===== config.mk =====
export PLATFORM = sky130hd
export DESIGN_NAME = yoshi_health_ctrl_flat
export DESIGN_NICKNAME = d
export VERILOG_FILES = /design/src/rtl/yoshi_health_ctrl_if.sv /design/src/rtl/yoshi_health_ctrl.sv /design/src/flat_wrapper.sv
export SDC_FILE = /design/constraint.sdc
export NUM_CORES = 1
export LEC_CHECK = 0
export BUFFER_PORTS_ARGS = -buffer_cell sky130_fd_sc_hd__buf_4
export CELL_PAD_IN_SITES_DETAIL_PLACEMENT = 1
export CELL_PAD_IN_SITES_GLOBAL_PLACEMENT = 2
export CORE_ASPECT_RATIO = 1.75
export CORE_MARGIN = 8
export CORE_UTILIZATION = 37
export CTS_CLUSTER_SIZE = 8
export DETAILED_ROUTE_END_ITERATION = 7
export GPL_TIMING_DRIVEN = 0
export MAX_ROUTING_LAYER = met4
export PLACE_DENSITY = 0.87
export SLEW_MARGIN = 10
export SYNTH_ARGS = -nofsm -noshare
export SYNTH_HDL_FRONTEND = slang
export SYNTH_SLANG_ARGS = --single-unit

===== constraint.sdc =====
create_clock -name clk -period 4.1 [get_ports clk]
set_input_delay 0.82 -clock clk [delete_from_list [all_inputs] [get_ports clk]]
set_output_delay 0.82 -clock clk [all_outputs]
set_load 0.01 [all_outputs]

===== src/rtl/yoshi_health_ctrl_if.sv =====
// Bus between the ghost/start inputs and the health controller outputs.
// The master drives the hit flags and pulses; the slave (the controller)
// drives the life count, game state and renderer/ghost control outputs.
interface yoshi_health_ctrl_if;
    logic       frame_tick;
    logic       game_start;
    logic       got_hit1;
    logic       got_hit2;
    logic       got_hit3;
    logic       got_hit4;
    logic [2:0] lives;
    logic [1:0] state;
    logic       invincible;
    logic       sprite_visible;
    logic       hit_pulse;
    logic       ghosts_reset;
    logic       game_over;

    modport master (
        output frame_tick, game_start, got_hit1, got_hit2, got_hit3, got_hit4,
        input  lives, state, invincible, sprite_visible, hit_pulse, ghosts_reset, game_over
    );

    modport slave (
        input  frame_tick, game_start, got_hit1, got_hit2, got_hit3, got_hit4,
        output lives, state, invincible, sprite_visible, hit_pulse, ghosts_reset, game_over
    );
endinterface


===== src/rtl/yoshi_health_ctrl.sv =====
// Yoshi health controller: life count, post-hit invincibility with sprite
// blink, and the idle/play/hurt/over game state. All outputs are registered.
module yoshi_health_ctrl #(
    parameter logic [2:0] MAX_LIVES     = 3'd3,   // 1..7
    parameter logic [7:0] INVINC_FRAMES = 8'd120, // >= 1
    parameter logic [3:0] BLINK_PERIOD  = 4'd8    // >= 1
) (
    input  logic                  clk,
    input  logic                  rst,
    yoshi_health_ctrl_if.slave    bus
);

    typedef enum logic [1:0] {
        StIdle = 2'd0,
        StPlay = 2'd1,
        StHurt = 2'd2,
        StOver = 2'd3
    } state_e;

    state_e     state_q, state_d;
    logic [2:0] lives_q, lives_d;
    logic [7:0] inv_cnt_q, inv_cnt_d;
    logic [3:0] blink_cnt_q, blink_cnt_d;
    logic       invincible_q, invincible_d;
    logic       sprite_visible_q, sprite_visible_d;
    logic       hit_pulse_q, hit_pulse_d;
    logic       ghosts_reset_q, ghosts_reset_d;
    logic       game_over_q, game_over_d;

    logic       any_hit;

    // Simultaneous overlaps collapse into a single hit.
    assign any_hit = bus.got_hit1 | bus.got_hit2 | bus.got_hit3 | bus.got_hit4;

    // Next-state logic for the game FSM, counters and registered outputs.
    always_comb begin
        state_d          = state_q;
        lives_d          = lives_q;
        inv_cnt_d        = inv_cnt_q;
        blink_cnt_d      = blink_cnt_q;
        sprite_visible_d = sprite_visible_q;
        hit_pulse_d      = 1'b0;
        ghosts_reset_d   = 1'b0;

        unique case (state_q)
            StIdle: begin
                if (bus.game_start) begin
                    state_d          = StPlay;
                    lives_d          = MAX_LIVES;
                    sprite_visible_d = 1'b1;
                    ghosts_reset_d   = 1'b1;
                end
            end
            StPlay: begin
                // A frame_tick coinciding with the hit is deliberately dropped:
                // the invincibility window always starts from the full count.
                if (any_hit) begin
                    hit_pulse_d = 1'b1;
                    if (lives_q <= 3'd1) begin
                        lives_d          = 3'd0;
                        state_d          = StOver;
                        sprite_visible_d = 1'b1;
                    end else begin
                        lives_d          = lives_q - 3'd1;
                        state_d          = StHurt;
                        inv_cnt_d        = INVINC_FRAMES;
                        blink_cnt_d      = BLINK_PERIOD;
                        sprite_visible_d = 1'b0;
                    end
                end
            end
            StHurt: begin
                if (bus.frame_tick) begin
                    inv_cnt_d = inv_cnt_q - 8'd1;
                    if (blink_cnt_q == 4'd1) begin
                        blink_cnt_d      = BLINK_PERIOD;
                        sprite_visible_d = ~sprite_visible_q;
                    end else begin
                        blink_cnt_d = blink_cnt_q - 4'd1;
                    end
                    // Leaving invincibility always shows the sprite, whatever the blink phase.
                    if (inv_cnt_q == 8'd1) begin
                        state_d          = StPlay;
                        sprite_visible_d = 1'b1;
                    end
                end
            end
            StOver: begin
                sprite_visible_d = 1'b1;
                lives_d          = 3'd0;
                if (bus.game_start) begin
                    state_d        = StPlay;
                    lives_d        = MAX_LIVES;
                    ghosts_reset_d = 1'b1;
                end
            end
        endcase

        invincible_d = (state_d == StHurt);
        game_over_d  = (state_d == StOver);
    end

    // State register; synchronous reset takes priority over everything.
    always_ff @(posedge clk) begin
        if (rst) begin
            state_q          <= StIdle;
            lives_q          <= MAX_LIVES;
            inv_cnt_q        <= 8'd0;
            blink_cnt_q      <= 4'd0;
            invincible_q     <= 1'b0;
            sprite_visible_q <= 1'b1;
            hit_pulse_q      <= 1'b0;
            ghosts_reset_q   <= 1'b0;
            game_over_q      <= 1'b0;
        end else begin
            state_q          <= state_d;
            lives_q          <= lives_d;
            inv_cnt_q        <= inv_cnt_d;
            blink_cnt_q      <= blink_cnt_d;
            invincible_q     <= invincible_d;
            sprite_visible_q <= sprite_visible_d;
            hit_pulse_q      <= hit_pulse_d;
            ghosts_reset_q   <= ghosts_reset_d;
            game_over_q      <= game_over_d;
        end
    end

    assign bus.lives          = lives_q;
    assign bus.state          = state_q;
    assign bus.invincible     = invincible_q;
    assign bus.sprite_visible = sprite_visible_q;
    assign bus.hit_pulse      = hit_pulse_q;
    assign bus.ghosts_reset   = ghosts_reset_q;
    assign bus.game_over      = game_over_q;

endmodule


===== src/flat_wrapper.sv =====
// flat-port wrapper written by rule: the top's interface ports become plain ports
module yoshi_health_ctrl_flat 
#(
    parameter logic [2:0] MAX_LIVES     = 3'd3,          
    parameter logic [7:0] INVINC_FRAMES = 8'd120,        
    parameter logic [3:0] BLINK_PERIOD  = 4'd8           
)
  (clk, rst, bus_frame_tick, bus_game_start, bus_got_hit1, bus_got_hit2, bus_got_hit3, bus_got_hit4, bus_lives, bus_state, bus_invincible, bus_sprite_visible, bus_hit_pulse, bus_ghosts_reset, bus_game_over);
  yoshi_health_ctrl_if bus_i ();
  input  logic clk;
  input  logic rst;
  input wire logic [$bits(bus_i.frame_tick)-1:0] bus_frame_tick;
  input wire logic [$bits(bus_i.game_start)-1:0] bus_game_start;
  input wire logic [$bits(bus_i.got_hit1)-1:0] bus_got_hit1;
  input wire logic [$bits(bus_i.got_hit2)-1:0] bus_got_hit2;
  input wire logic [$bits(bus_i.got_hit3)-1:0] bus_got_hit3;
  input wire logic [$bits(bus_i.got_hit4)-1:0] bus_got_hit4;
  output wire logic [$bits(bus_i.lives)-1:0] bus_lives;
  output wire logic [$bits(bus_i.state)-1:0] bus_state;
  output wire logic [$bits(bus_i.invincible)-1:0] bus_invincible;
  output wire logic [$bits(bus_i.sprite_visible)-1:0] bus_sprite_visible;
  output wire logic [$bits(bus_i.hit_pulse)-1:0] bus_hit_pulse;
  output wire logic [$bits(bus_i.ghosts_reset)-1:0] bus_ghosts_reset;
  output wire logic [$bits(bus_i.game_over)-1:0] bus_game_over;
  assign bus_i.frame_tick = bus_frame_tick;
  assign bus_i.game_start = bus_game_start;
  assign bus_i.got_hit1 = bus_got_hit1;
  assign bus_i.got_hit2 = bus_got_hit2;
  assign bus_i.got_hit3 = bus_got_hit3;
  assign bus_i.got_hit4 = bus_got_hit4;
  assign bus_lives = bus_i.lives;
  assign bus_state = bus_i.state;
  assign bus_invincible = bus_i.invincible;
  assign bus_sprite_visible = bus_i.sprite_visible;
  assign bus_hit_pulse = bus_i.hit_pulse;
  assign bus_ghosts_reset = bus_i.ghosts_reset;
  assign bus_game_over = bus_i.game_over;
  yoshi_health_ctrl #(.MAX_LIVES(MAX_LIVES), .INVINC_FRAMES(INVINC_FRAMES), .BLINK_PERIOD(BLINK_PERIOD)) u_core (.clk(clk), .rst(rst), .bus(bus_i));
endmodule

==> impl_metrics.env <==
export IMPL_outcome="finished clean"
export IMPL_fin_util_pct=44.8
export IMPL_reg2reg_to="u_core.inv_cnt_q[5]$_SDFFE_PP0P_"
export IMPL_yosysSeqAreaShare_pct=31.5
export IMPL_path_clk_slew_ns=0.08
export IMPL_std_cell_rows=29
export IMPL_antenna_left=0
export IMPL_drive_above_1_share_pct=19.4
export IMPL_yosysWarningCount=0
export IMPL_dr_pass1_iters=4
export IMPL_yosysMostFrequentCell="dfxtp_1"
export IMPL_cp_start_kind="flop"
export IMPL_rr_worst_depth=6
export IMPL_worst_slew_pin_slew_ns=0.747
export IMPL_syn_avg_cell_area_um2=8.73
export IMPL_yosys_area_top_type="dfxtp_1"
export IMPL_total_power_w=0.000613
export IMPL_cts_sinks=22
export IMPL_io_pins=18
export IMPL_grt_use_total_pct=14.6
export IMPL_cp_startpoint="u_core.bus.state[0]$_SDFF_PP0_"
export IMPL_antenna_found_initial=0
export IMPL_cts_tree="done"
export IMPL_cp_top_family="compound AO/OA/AOI/OAI gates"
export IMPL_vias_per_cell=5.97
export IMPL_drtIter0Drc=43
export IMPL_ys_types=48
export IMPL_cts_inserted_buffers=3
export IMPL_die_area_um2=6080
export IMPL_dp_cells=223
export IMPL_reg2reg_from="u_core.bus.state[0]$_SDFF_PP0_"
export IMPL_insertion_delay_ns=0.26
export IMPL_post_drt_wl_per_cell_um=18.6
export IMPL_netlist_instances=160
export IMPL_synth_seq_cells=22
export IMPL_ys_async_sr_fraction_pct=0
export IMPL_period_minus_slack_ns=2.08
export IMPL_die_y_um=97.3
export IMPL_cts_hold_buf=0
export IMPL_insertedDiodeCount=0
export IMPL_fp_dieW_um=62.5
export IMPL_synth_area_um2=1400
export IMPL_drcViolationCount=0
export IMPL_coreArea_um2=3630
export IMPL_worstPathRequired_ns=4.31
export IMPL_grt_ovfl_total=0
export IMPL_nets=200
export IMPL_cp_num_buf_inv=1
export IMPL_final_cells=226
export IMPL_crit_cells=6
export IMPL_synth_common_cells="dfxtp_1, inv_1, nor2_1"
export IMPL_yosys_top_cells_area="dfxtp_1, ha_1, inv_1, a21oi_1, nand4_1"
export IMPL_clockRootBuffer="clkbuf_8"
export IMPL_gp_congestion=0.830
export IMPL_slowest_stage="a211oi_1"
export IMPL_first_global_vias=1475
export IMPL_rsz0062_at_grt="no"
export IMPL_synthFlopType="dfxtp_1"
export IMPL_r2r_slack_ns=2.02
export IMPL_io_buffers=17
export IMPL_min_from="u_core.blink_cnt_q[3]$_SDFFE_PP0P_"
export IMPL_initial_core_util_pct=38.5
export IMPL_area_growth_pct=16.2
export IMPL_worstSetupPathType="flop to flop"
export IMPL_post_cts_buffers=0
export IMPL_synth_top_area_share_pct=31.5
export IMPL_h_tree_depth=1
export IMPL_fillers=461
export IMPL_slew_headroom_pct=50.2
export IMPL_setup_viol_count_final=0
export IMPL_synth_nets=178
export IMPL_finalSetupTns_ns=0
export IMPL_finalMaxSlewViolations=0
export IMPL_crit_path_end_kind="flop"
export IMPL_wirelength_mm=4.20
export IMPL_hold_class="flop to flop"
export IMPL_peakVddDrop_uv=226
export IMPL_fin_crit_sh_pct=50.8
export IMPL_slowest_delay_ns=0.54
export IMPL_finalHoldViolCount=0
export IMPL_endpoint="u_core.inv_cnt_q[5]$_SDFFE_PP0P_"
export IMPL_power_leakage_nw=0.673
export IMPL_cp_arrival_ns=2.29
export IMPL_place_hpwl_mm=3.33
export IMPL_grt_pass1_wl_mm=7.22
export IMPL_path_max_fanout=10
export IMPL_via_count=1349
export IMPL_cts_resized=0
export IMPL_crit_path_cell_trace="ha_1, buf_2, o41ai_2, a211oi_1, a211o_1, and3_1"
export IMPL_grt_max_degree=12
export IMPL_clockBufferDepth=2
export IMPL_timing_fmax_mhz=480
export IMPL_multi_input_area_um2=857
export IMPL_skew_ns=0.00322
export IMPL_synth_edf_count=0
export IMPL_regArea_um2=440
export IMPL_maxCapViolCount=0
export IMPL_p_per_area_nw_per_um2=378
-- cell type report --
| type | count | share of cell area (%) |
|---|---|---|
| multi-input cells | 115 | 52.8 |
| flip-flops and latches | 22 | 27.1 |
| repair buffers | 17 | 7.86 |
| inverters | 18 | 4.16 |
| well taps | 46 | 3.54 |
| clock buffers | 3 | 2.54 |
| plain buffers | 5 | 2.00 |
-- registers in the layout, summed over array words and instances (netlist names) --
register and cells:
u_core.bus.game_over 1, u_core.bus.invincible 1, u_core.bus.ghosts_reset 1, u_core.blink_cnt_q 4, u_core.bus.lives 3, u_core.inv_cnt_q 8, u_core.bus.state 2, u_core.bus.hit_pulse 1
u_core.bus.sprite_visible 1
-- worst min path at each step --
| stage | end | cells after the start |
|---|---|---|
| after floorplan | u_core.blink_cnt_q[3]$_SDFFE_PP0P_ | 2 |
| after global placement | u_core.inv_cnt_q[1]$_SDFFE_PP0P_ | 2 |
| after detailed placement | u_core.blink_cnt_q[3]$_SDFFE_PP0P_ | 2 |
| after CTS | u_core.blink_cnt_q[3]$_SDFFE_PP0P_ | 2 |
| after global routing | u_core.blink_cnt_q[3]$_SDFFE_PP0P_ | 2 |
| final | u_core.blink_cnt_q[3]$_SDFFE_PP0P_ | 2 |
-- worst reg2reg max path, stage by stage, from the launching register on --
cell	delay, ns
dfxtp_1	0.46
ha_1	0.30
buf_2	0.26
o41ai_2	0.17
a211oi_1	0.54
a211o_1	0.17
and3_1	0.14
-- layout by cell type, fill, tap and decap left out, drive strengths merged, types with 5 or more instances in the layout --
cell type	count
ha	10
inv	18
dfxtp	22
o21ai	9
a211oi	6
nor2	11
buf	20
nand4	7
a21oi	9
clkbuf	5
-- kinds of logic (layout without fill, tap and decap cells) --
group,count (synthesis),count (layout),share of synthesized area [%]
AO/OA/AOI/OAI,54,54,28.9
adder cells (fa/ha/maj),10,10,8.95
buffers and inverters,23,43,7.16
flip-flops,22,22,31.5
multiplexers,2,2,1.43
AND/OR/NAND/NOR,49,49,22.0
-- through the flow --
stage	area (um^2)	hold WS [ns]	setup slack [ns]
finish	1620	0.483	2.02
global placement	1580	0.468	1.76
CTS	1620	0.486	1.98
global route	1620	0.522	1.86
floorplan	1400	0.448	2.13
detailed placement	1580	0.472	1.74
-- power breakdown --
| part | switching [W] | internal, W | leakage, nW |
|---|---|---|---|
| registers | 0.0000284 | 0.000236 | 0.179 |
| clock network | 0.0000723 | 0.0000657 | 0.0216 |
| logic | 0.000115 | 0.0000962 | 0.472 |
| total | 0.000215 | 0.000398 | 0.673 |
-- metal layers --
metal | vias up | GRT usage (%) | wire length [um]
met5 | - | - | 0
met4 | 0 | 4.77 | 33
met3 | 4 | 1.85 | 117
met2 | 24 | 27.6 | 2400
met1 | 680 | 14.8 | 1650
li1 | 641 | - | -
No activity file was read; power rests on OpenSTA's default activity.
